===== src/rtl/column_drop_engine.sv =====
// Connect4 column drop engine: holds per-column fill heights and serves req/ack drop requests.
// Optional undo history is built when the DROP_UNDO_EN macro is defined.
module column_drop_engine #(
  parameter int COLS  = 4,
  parameter int ROWS  = 4,
  parameter int HGT_W = 3,
  parameter int POS_W = 5
) (
  input  logic                    clk,
  input  logic                    reset,
  input  logic                    clear,
  input  logic                    enable,
  input  logic [COLS-1:0]         sel_n,
  input  logic                    req,
  input  logic                    undo,
  output logic                    ack,
  output logic                    valid,
  output logic                    undone,
  output logic [POS_W-1:0]        column_position,
  output logic [COLS*HGT_W-1:0]   heights,
  output logic                    player,
  output logic                    board_full
);

  localparam int CIDX_W = (COLS > 1) ? $clog2(COLS) : 1;
  localparam int CNT_W  = $clog2(COLS + 1);

  typedef enum logic [1:0] {IDLE, EVAL, RESP, HOLD} state_t;

  state_t              r_state, w_next;
  logic [COLS-1:0]     r_sel;
  logic                r_undo_op;
  logic [HGT_W-1:0]    r_hgt [COLS];
  logic                r_ack, r_valid, r_undone, r_player, r_full;
  logic [POS_W-1:0]    r_pos;

  logic [CNT_W-1:0]    w_cnt;
  logic [CIDX_W-1:0]   w_col;
  logic [HGT_W-1:0]    w_hsel;
  logic                w_drop_ok, w_full, w_push, w_undo_in, w_undo_ok;
  logic [POS_W-1:0]    w_drop_pos, w_undo_pos;
  logic [CIDX_W-1:0]   w_top;
  logic [HGT_W-1:0]    w_uh;

  // Locate the single low bit of the captured select
  always_comb begin
    w_cnt = '0;
    w_col = '0;
    for (int i = 0; i < COLS; i++) begin
      if (!r_sel[i]) begin
        w_cnt = w_cnt + CNT_W'(1);
        w_col = CIDX_W'(i);
      end
    end
    w_hsel     = r_hgt[w_col];
    w_drop_ok  = enable && (w_cnt == CNT_W'(1)) && (w_hsel < HGT_W'(ROWS));
    w_drop_pos = POS_W'(w_hsel) * POS_W'(COLS) + POS_W'(w_col);
    w_push     = (r_state == EVAL) && !r_undo_op && w_drop_ok;
  end

  always_comb begin
    w_full = 1'b1;
    heights = '0;
    for (int i = 0; i < COLS; i++) begin
      heights[i*HGT_W +: HGT_W] = r_hgt[i];
      if (r_hgt[i] != HGT_W'(ROWS)) w_full = 1'b0;
    end
  end

`ifdef DROP_UNDO_EN
  localparam int CELLS = COLS * ROWS;
  localparam int SP_W  = $clog2(CELLS + 1);
  localparam int IDX_W = $clog2(CELLS);

  logic [CIDX_W-1:0] r_stk [CELLS];
  logic [SP_W-1:0]   r_sp;
  logic [IDX_W-1:0]  w_top_idx;

  assign w_undo_in  = undo;
  assign w_undo_ok  = (r_sp != '0);
  assign w_top_idx  = IDX_W'(r_sp - SP_W'(1));
  assign w_top      = r_stk[w_top_idx];
  assign w_uh       = r_hgt[w_top] - HGT_W'(1);
  assign w_undo_pos = POS_W'(w_uh) * POS_W'(COLS) + POS_W'(w_top);

  always_ff @(posedge clk) begin
    if (reset || clear) begin
      r_sp <= '0;
    end else if (r_state == EVAL) begin
      if (w_push)
        r_sp <= r_sp + SP_W'(1);
      else if (r_undo_op && w_undo_ok)
        r_sp <= r_sp - SP_W'(1);
    end
  end

  always_ff @(posedge clk) begin
    if (w_push) r_stk[r_sp[IDX_W-1:0]] <= w_col;
  end
`else
  logic w_unused_undo;
  assign w_unused_undo = undo;
  assign w_undo_in     = 1'b0;
  assign w_undo_ok     = 1'b0;
  assign w_top         = '0;
  assign w_uh          = '0;
  assign w_undo_pos    = '1;
`endif

  always_comb begin
    w_next = r_state;
    case (r_state)
      IDLE: if (req || w_undo_in) w_next = EVAL;
      EVAL: w_next = RESP;
      RESP: w_next = r_undo_op ? IDLE : HOLD;
      HOLD: if (!req) w_next = IDLE;
      default: w_next = IDLE;
    endcase
  end

  always_ff @(posedge clk) begin
    if (r_state == IDLE && req) r_sel <= sel_n;
  end

  always_ff @(posedge clk) begin
    if (reset || clear) begin
      r_state   <= IDLE;
      r_undo_op <= 1'b0;
      r_ack     <= 1'b0;
      r_valid   <= 1'b0;
      r_undone  <= 1'b0;
      r_player  <= 1'b0;
      r_full    <= 1'b0;
      r_pos     <= '1;
      for (int i = 0; i < COLS; i++) r_hgt[i] <= '0;
    end else begin
      r_state <= w_next;
      r_ack   <= 1'b0;
      r_full  <= w_full;
      if (r_state == IDLE) begin
        if (req) r_undo_op <= 1'b0;
        else if (w_undo_in) r_undo_op <= 1'b1;
      end
      // Result is registered on the edge entering RESP, together with height/player updates
      if (r_state == EVAL) begin
        r_ack    <= 1'b1;
        r_undone <= r_undo_op;
        r_valid  <= 1'b0;
        r_pos    <= '1;
        if (r_undo_op) begin
          if (w_undo_ok) begin
            r_hgt[w_top] <= w_uh;
            r_player     <= ~r_player;
            r_valid      <= 1'b1;
            r_pos        <= w_undo_pos;
          end
        end else if (w_drop_ok) begin
          r_hgt[w_col] <= w_hsel + HGT_W'(1);
          r_player     <= ~r_player;
          r_valid      <= 1'b1;
          r_pos        <= w_drop_pos;
        end
      end
    end
  end

  assign ack             = r_ack;
  assign valid           = r_valid;
  assign undone          = r_undone;
  assign column_position = r_pos;
  assign player          = r_player;
  assign board_full      = r_full;

endmodule


===== config.mk =====
export PLATFORM = sky130hd
export DESIGN_NAME = column_drop_engine
export DESIGN_NICKNAME = d
export VERILOG_FILES = /design/src/rtl/column_drop_engine.sv
export SDC_FILE = /design/constraint.sdc
export NUM_CORES = 1
export LEC_CHECK = 0
export ABC_AREA = 0
export BUFFER_PORTS_ARGS = -buffer_cell sky130_fd_sc_hd__buf_2
export CORE_MARGIN = 10
export CORE_UTILIZATION = 25
export CTS_BUF_LIST = sky130_fd_sc_hd__clkbuf_2 sky130_fd_sc_hd__clkbuf_4 sky130_fd_sc_hd__clkbuf_8
export DETAILED_ROUTE_END_ITERATION = 8
export GPL_TIMING_DRIVEN = 0
export PLACE_DENSITY = 0.41
export SYNTH_ARGS = -nofsm -noshare
export SYNTH_HDL_FRONTEND = slang
export SYNTH_SLANG_ARGS = --single-unit
export TNS_END_PERCENT = 30

===== constraint.sdc =====
create_clock -name clk -period 2.99 [get_ports clk]
set_input_delay 0.299 -clock clk [delete_from_list [all_inputs] [get_ports clk]]
set_output_delay 0.299 -clock clk [all_outputs]
set_load 0.01 [all_outputs]

# Yosys cells after proc, flatten, opt, wreduce, memory -nomap -nowiden

Memories as Yosys holds them, arrays and structs flattened.
Index checks and enable logic that the tools add are counted.

Order comparisons: 1
Add/subtract/negate cells: 5
Multiply operators: 0
Equal/unequal tests: 10
Bitwise operators: 1
Div/mod/pow operators: 0
Reductions and logical operators: 9
Shift operators: 0
Multiplexer cells: 22

Operator list:

| cell                | count |
|---|---|
| $add 3x1->3 const B | 4 |
| $mux 3              | 4 |
| $ne 3x3->1 const B  | 4 |
| $mux 1              | 11 |
| $mux 2              | 5 |
| $pmux 2 s4          | 1 |
| $add 5x2->5         | 1 |
| $mux 5              | 1 |
| $eq 2x2->1 const B  | 2 |
| $ne 2x2->1 const B  | 2 |
| $reduce_and 2->1    | 2 |
| $reduce_or 4->1     | 1 |
| $eq 3x1->1 const B  | 1 |
| $logic_and 1x1->1   | 3 |
| $lt 3x3->1 const B  | 1 |
| $reduce_or 3->1     | 1 |
| $eq 2x1->1 const B  | 1 |
| $logic_not 2->1     | 1 |
| $logic_or 1x1->1    | 1 |
| $not 1->1           | 1 |

RAM bits: 12
Memory bits (read-only): 0
Bits in latches: 0
Word-level logic and storage cells: 56
Register bits: 15
Memories kept: 1
Output and inout port bits: 22
Input port bits: 10

Memory list:

| memory | depth | bits a word | rd ports | clocked after Yosys merged registers in | wr ports | RTL line | RTL |
|---|---|---|---|---|---|---|---|
| r_hgt  | 4     | 3           | 5        | 0                                       | 4        | 33       | `logic [HGT_W-1:0] r_hgt [COLS];` |

# Depth between registers and ports, before layout

Word-level depth: 16
Depth in mapped cells: 11
Depth with buffers taken out: 9

# Least setup slack after synthesis

Ideal clock, no wire load.

Kind: flip-flop to flip-flop
Start point: register r_sel[1]
End point: memory r_hgt[1][0], enable pin
Data arrival time: 2321 ps
Data required time: 2646 ps
Cell stages (with the launch flop): 11
Path slack: 325 ps
Period minus slack after synthesis: 2665 ps
Path buffers: 2
Setup time: 344 ps
Cells stage by stage: edfxtp_1 buf_2 inv_1 ha_1 xnor2_1 ha_1 or3_1 o211ai_2 nand4_4 buf_6 o21ai_0

RTL lines:

| element                | RTL line | RTL |
|---|---|---|
| start, declared        | 31       | `logic [COLS-1:0] r_sel;` |
| start signal, assigned | 122      | `if (r_state == IDLE && req) r_sel <= sel_n;` |
| end, declared          | 33       |  |

==> metrics <==
status=finished, final reports clean; Via density=4.69; commonest non-fill, non-tap cell in the layout=buf_2; worst min path class=in2reg; Placer Congestion=0.777; drt pass-1 iters=4; Max clock buf depth=2; Area growth, synth to finish=20.4%; yosys warns=0; f_max=0.351 GHz; initial antenna violation count=0; Setup Crit Path Kind=reg2reg; Switch Pwr=0.000199 W; CP arrival=2.80 ns; RR Startpoint=r_sel[1]$_DFFE_PP_; Detail Placement HPWL=2.94 mm; Final nets=187; DR iter-0 viols=39; cells along the critical path=buf_2 -> inv_1 -> ha_1 -> xnor2_1 -> ha_1 -> or3_1 -> o211ai_2 -> nand4_4 -> buf_6 -> o21ai_1; final hold vios=0; leak pwr=0.681 nW; DR vias=1122; Comb power frac=16.4%; Synth Area in Compound Gates=9.51%; antenna-violating nets left=0; Post-CTS Setup Bufs=0; syn_nets=153; TritonCTS clock tree=built; fin util=31.3%; mux contribution to synthesized area=5.01%; Switching Share=26.2%; layout cells sized above 1=29.3%; post-route minimum period=2.85 ns; Die X=96.1 um; core area=5570 um^2; final WL=3.70 mm; Avg Cell Area, Syn=10.8 um^2; Root Buffer=clkbuf_8; Rel. slew slack=62.8%; most frequent cells in the layout=31 x buf_2, 16 x edfxtp_1, 11 x dfxtp_1; crit path from=r_sel[1]$_DFFE_PP_; clk_lat worst skew=0.27 ns; Simple-Gate Fraction of Synth Area=21.2%; largest family of logic cells by synthesized area=simple AND/OR/NAND/NOR gates; CP required=2.94 ns; XOR/XNOR Fraction of Synth Area=1.21%; first-pass GRT wire length=6.15 mm; drt drc=0; CP Max Fanout=10; clock buffer count from CTS=3; Worst-Margin Slew=0.555 ns; clock share of power=28.7%; Antenna Cells=0; PortBufs=29; Final Skew=0.00506 ns; final slew viol count=0; post-synthesis sequential area ratio=48.4%; num rows=27; register bit total from synthesis=27; Die Height=96.1 um; vias in the first global route=1168; Post-Syn Area=1450 um^2; Synth Instances=134; Yosys cell types=37; Worst Min Path Start=sel_n[3]; startpoint types=flop; clock slew at the register clock pins of the worst setup and hold paths=0.09 ns; Adder-Cell Fraction of Synth Area=7.78%; crit-path most repeated cell=ha_1; total gr overflow=0; crit path max-delay cell type=edfxtp_1; Pint=0.000561 W; PD cells=436 nW/um^2; GRT Total Usage=8.47%; # clock sinks=27; RSZ-0062 raised after global routing=true; Worst Hold Path Cells=1; Starting Density=26.0%; final period utilization=95.3%; final setup vio count=0; die area=9230 um^2; R2R depth=10; largest net degree at the start of global routing=15; H-tree depth=1; Slowest Stage Delay on Critical Path=0.35 ns; number of I/O pins=32; sequential share of power=54.9%; critical path endpoint category=flop; wire per inst=15.5 um; Final Total Pwr=0.000760 W; peak supply drop=167 uV; max_cap viols=0
[synthesized netlist by cell type]
master / number / area (um^2)
nor3b_1: 1 / 7.51
dfxtp_1: 11 / 220
mux2i_1: 5 / 50.1
buf_6: 3 / 33.8
nand2b_1: 3 / 18.8
o211ai_2: 1 / 12.5
nor3_1: 9 / 45.0
a211oi_1: 1 / 7.51
conb_1: 1 / 3.75
mux2_2: 2 / 22.5
nor4_1: 4 / 25.0
buf_4: 1 / 7.51
o32a_1: 4 / 40.0
o21ai_0: 5 / 25.0
edfxtp_1: 16 / 480
or3_1: 3 / 18.8
inv_1: 8 / 30.0
a211o_1: 1 / 8.76
o2111a_1: 1 / 11.3
nand4_4: 1 / 21.3
nand3_1: 3 / 15.0
nor4_2: 1 / 12.5
xnor2_1: 2 / 17.5
buf_2: 2 / 10.0
a21oi_1: 5 / 25.0
clkbuf_1: 4 / 15.0
nor4b_1: 1 / 8.76
or2_2: 2 / 12.5
and2_1: 3 / 18.8
nand3b_1: 2 / 15.0
nand4b_1: 2 / 17.5
nand4_1: 2 / 12.5
a21o_1: 1 / 7.51
ha_1: 9 / 113
nor2_1: 7 / 26.3
nand2_1: 5 / 18.8
nor2b_1: 2 / 12.5
[worst paths after layout]
path	endpoint	slack [ns]
max	r_hgt[2][1]$_SDFFCE_PN0P_	0.14
min	r_sel[3]$_DFFE_PP_	0.20
max reg2reg	r_hgt[2][1]$_SDFFCE_PN0P_	0.14
min reg2reg	valid$_SDFFE_PP0P_	0.48
[metal layers]
metal	track usage [%]	share of wire, %
met4	3.69	2.2
met3	2.65	8.1
met1	10.0	41
met2	13.8	49
met5	0	0
[timing repair]
item                                    in CTS  in global routing
cloned                                       0                  0
hold buffers                                 0                  0
endpoints found under the hold margin        0                  0
endpoints found under the setup margin       9                  9
gates resized for setup                      3                  4
[state kept, by name (all words and copies together) (netlist names)]
register         cells
r_sel                4
valid                1
column_position      5
r_hgt               12
player               1
ack                  1
board_full           1
r_state              2
[stage by stage]
step | instance area, um^2 | cells | setup WS, ns | hold WS [ns] | TNS (ns)
global route | 1740 | 239 | -0.00329 | 0.179 | -0.00976
detailed placement | 1680 | 235 | -0.0712 | 0.470 | -0.290
CTS | 1730 | 239 | 0.0171 | 0.187 | 0
floorplan | 1450 | 134 | 0.325 | 0.398 | 0
global placement | 1680 | 235 | -0.0325 | 0.460 | -0.0972
finish | 1740 | 239 | 0.141 | 0.196 | 0
[power by group through the flow]
stage,Clock [W],Sequential (W),Combinational [W]
6_report,0.000218,0.000417,0.000125
5_1_grt,0.000247,0.000419,0.000140
4_1_cts,0.000229,0.000418,0.000124
3_5_place_dp,0,0.000426,0.000124
3_3_place_gp,0,0.000425,0.000120
2_1_floorplan,0,0.000427,0.0000827
[layout make-up]
type / instances / area, um^2
well taps: 72 / 90.1
clock buffers: 4 / 48.8
multi-input cells: 89 / 662
plain buffers: 10 / 66.3
fillers: 594 / 3830
inverters: 8 / 30.0
repair buffers: 29 / 145
flip-flops and latches: 27 / 701
[cells by family after synthesis]
group,Yosys count
other,1
and+or+nand+nor,51
buffers and inverters,18
DFF,27
xor gates and xnor gates,2
muxes,7
AOI/OAI and AO/OA,19
adders and majority gates,9
[worst max-delay path, delay by kind of cell (launching register included)]
family,cells,cell delay (ns)
adders and majority gates,2,0.67
buffers and inverters,3,0.51
and+or+nand+nor,2,0.47
AOI/OAI and AO/OA,2,0.37
DFF,1,0.35
xor gates and xnor gates,1,0.15
Note: power is estimated with default switching activity, not from simulation.
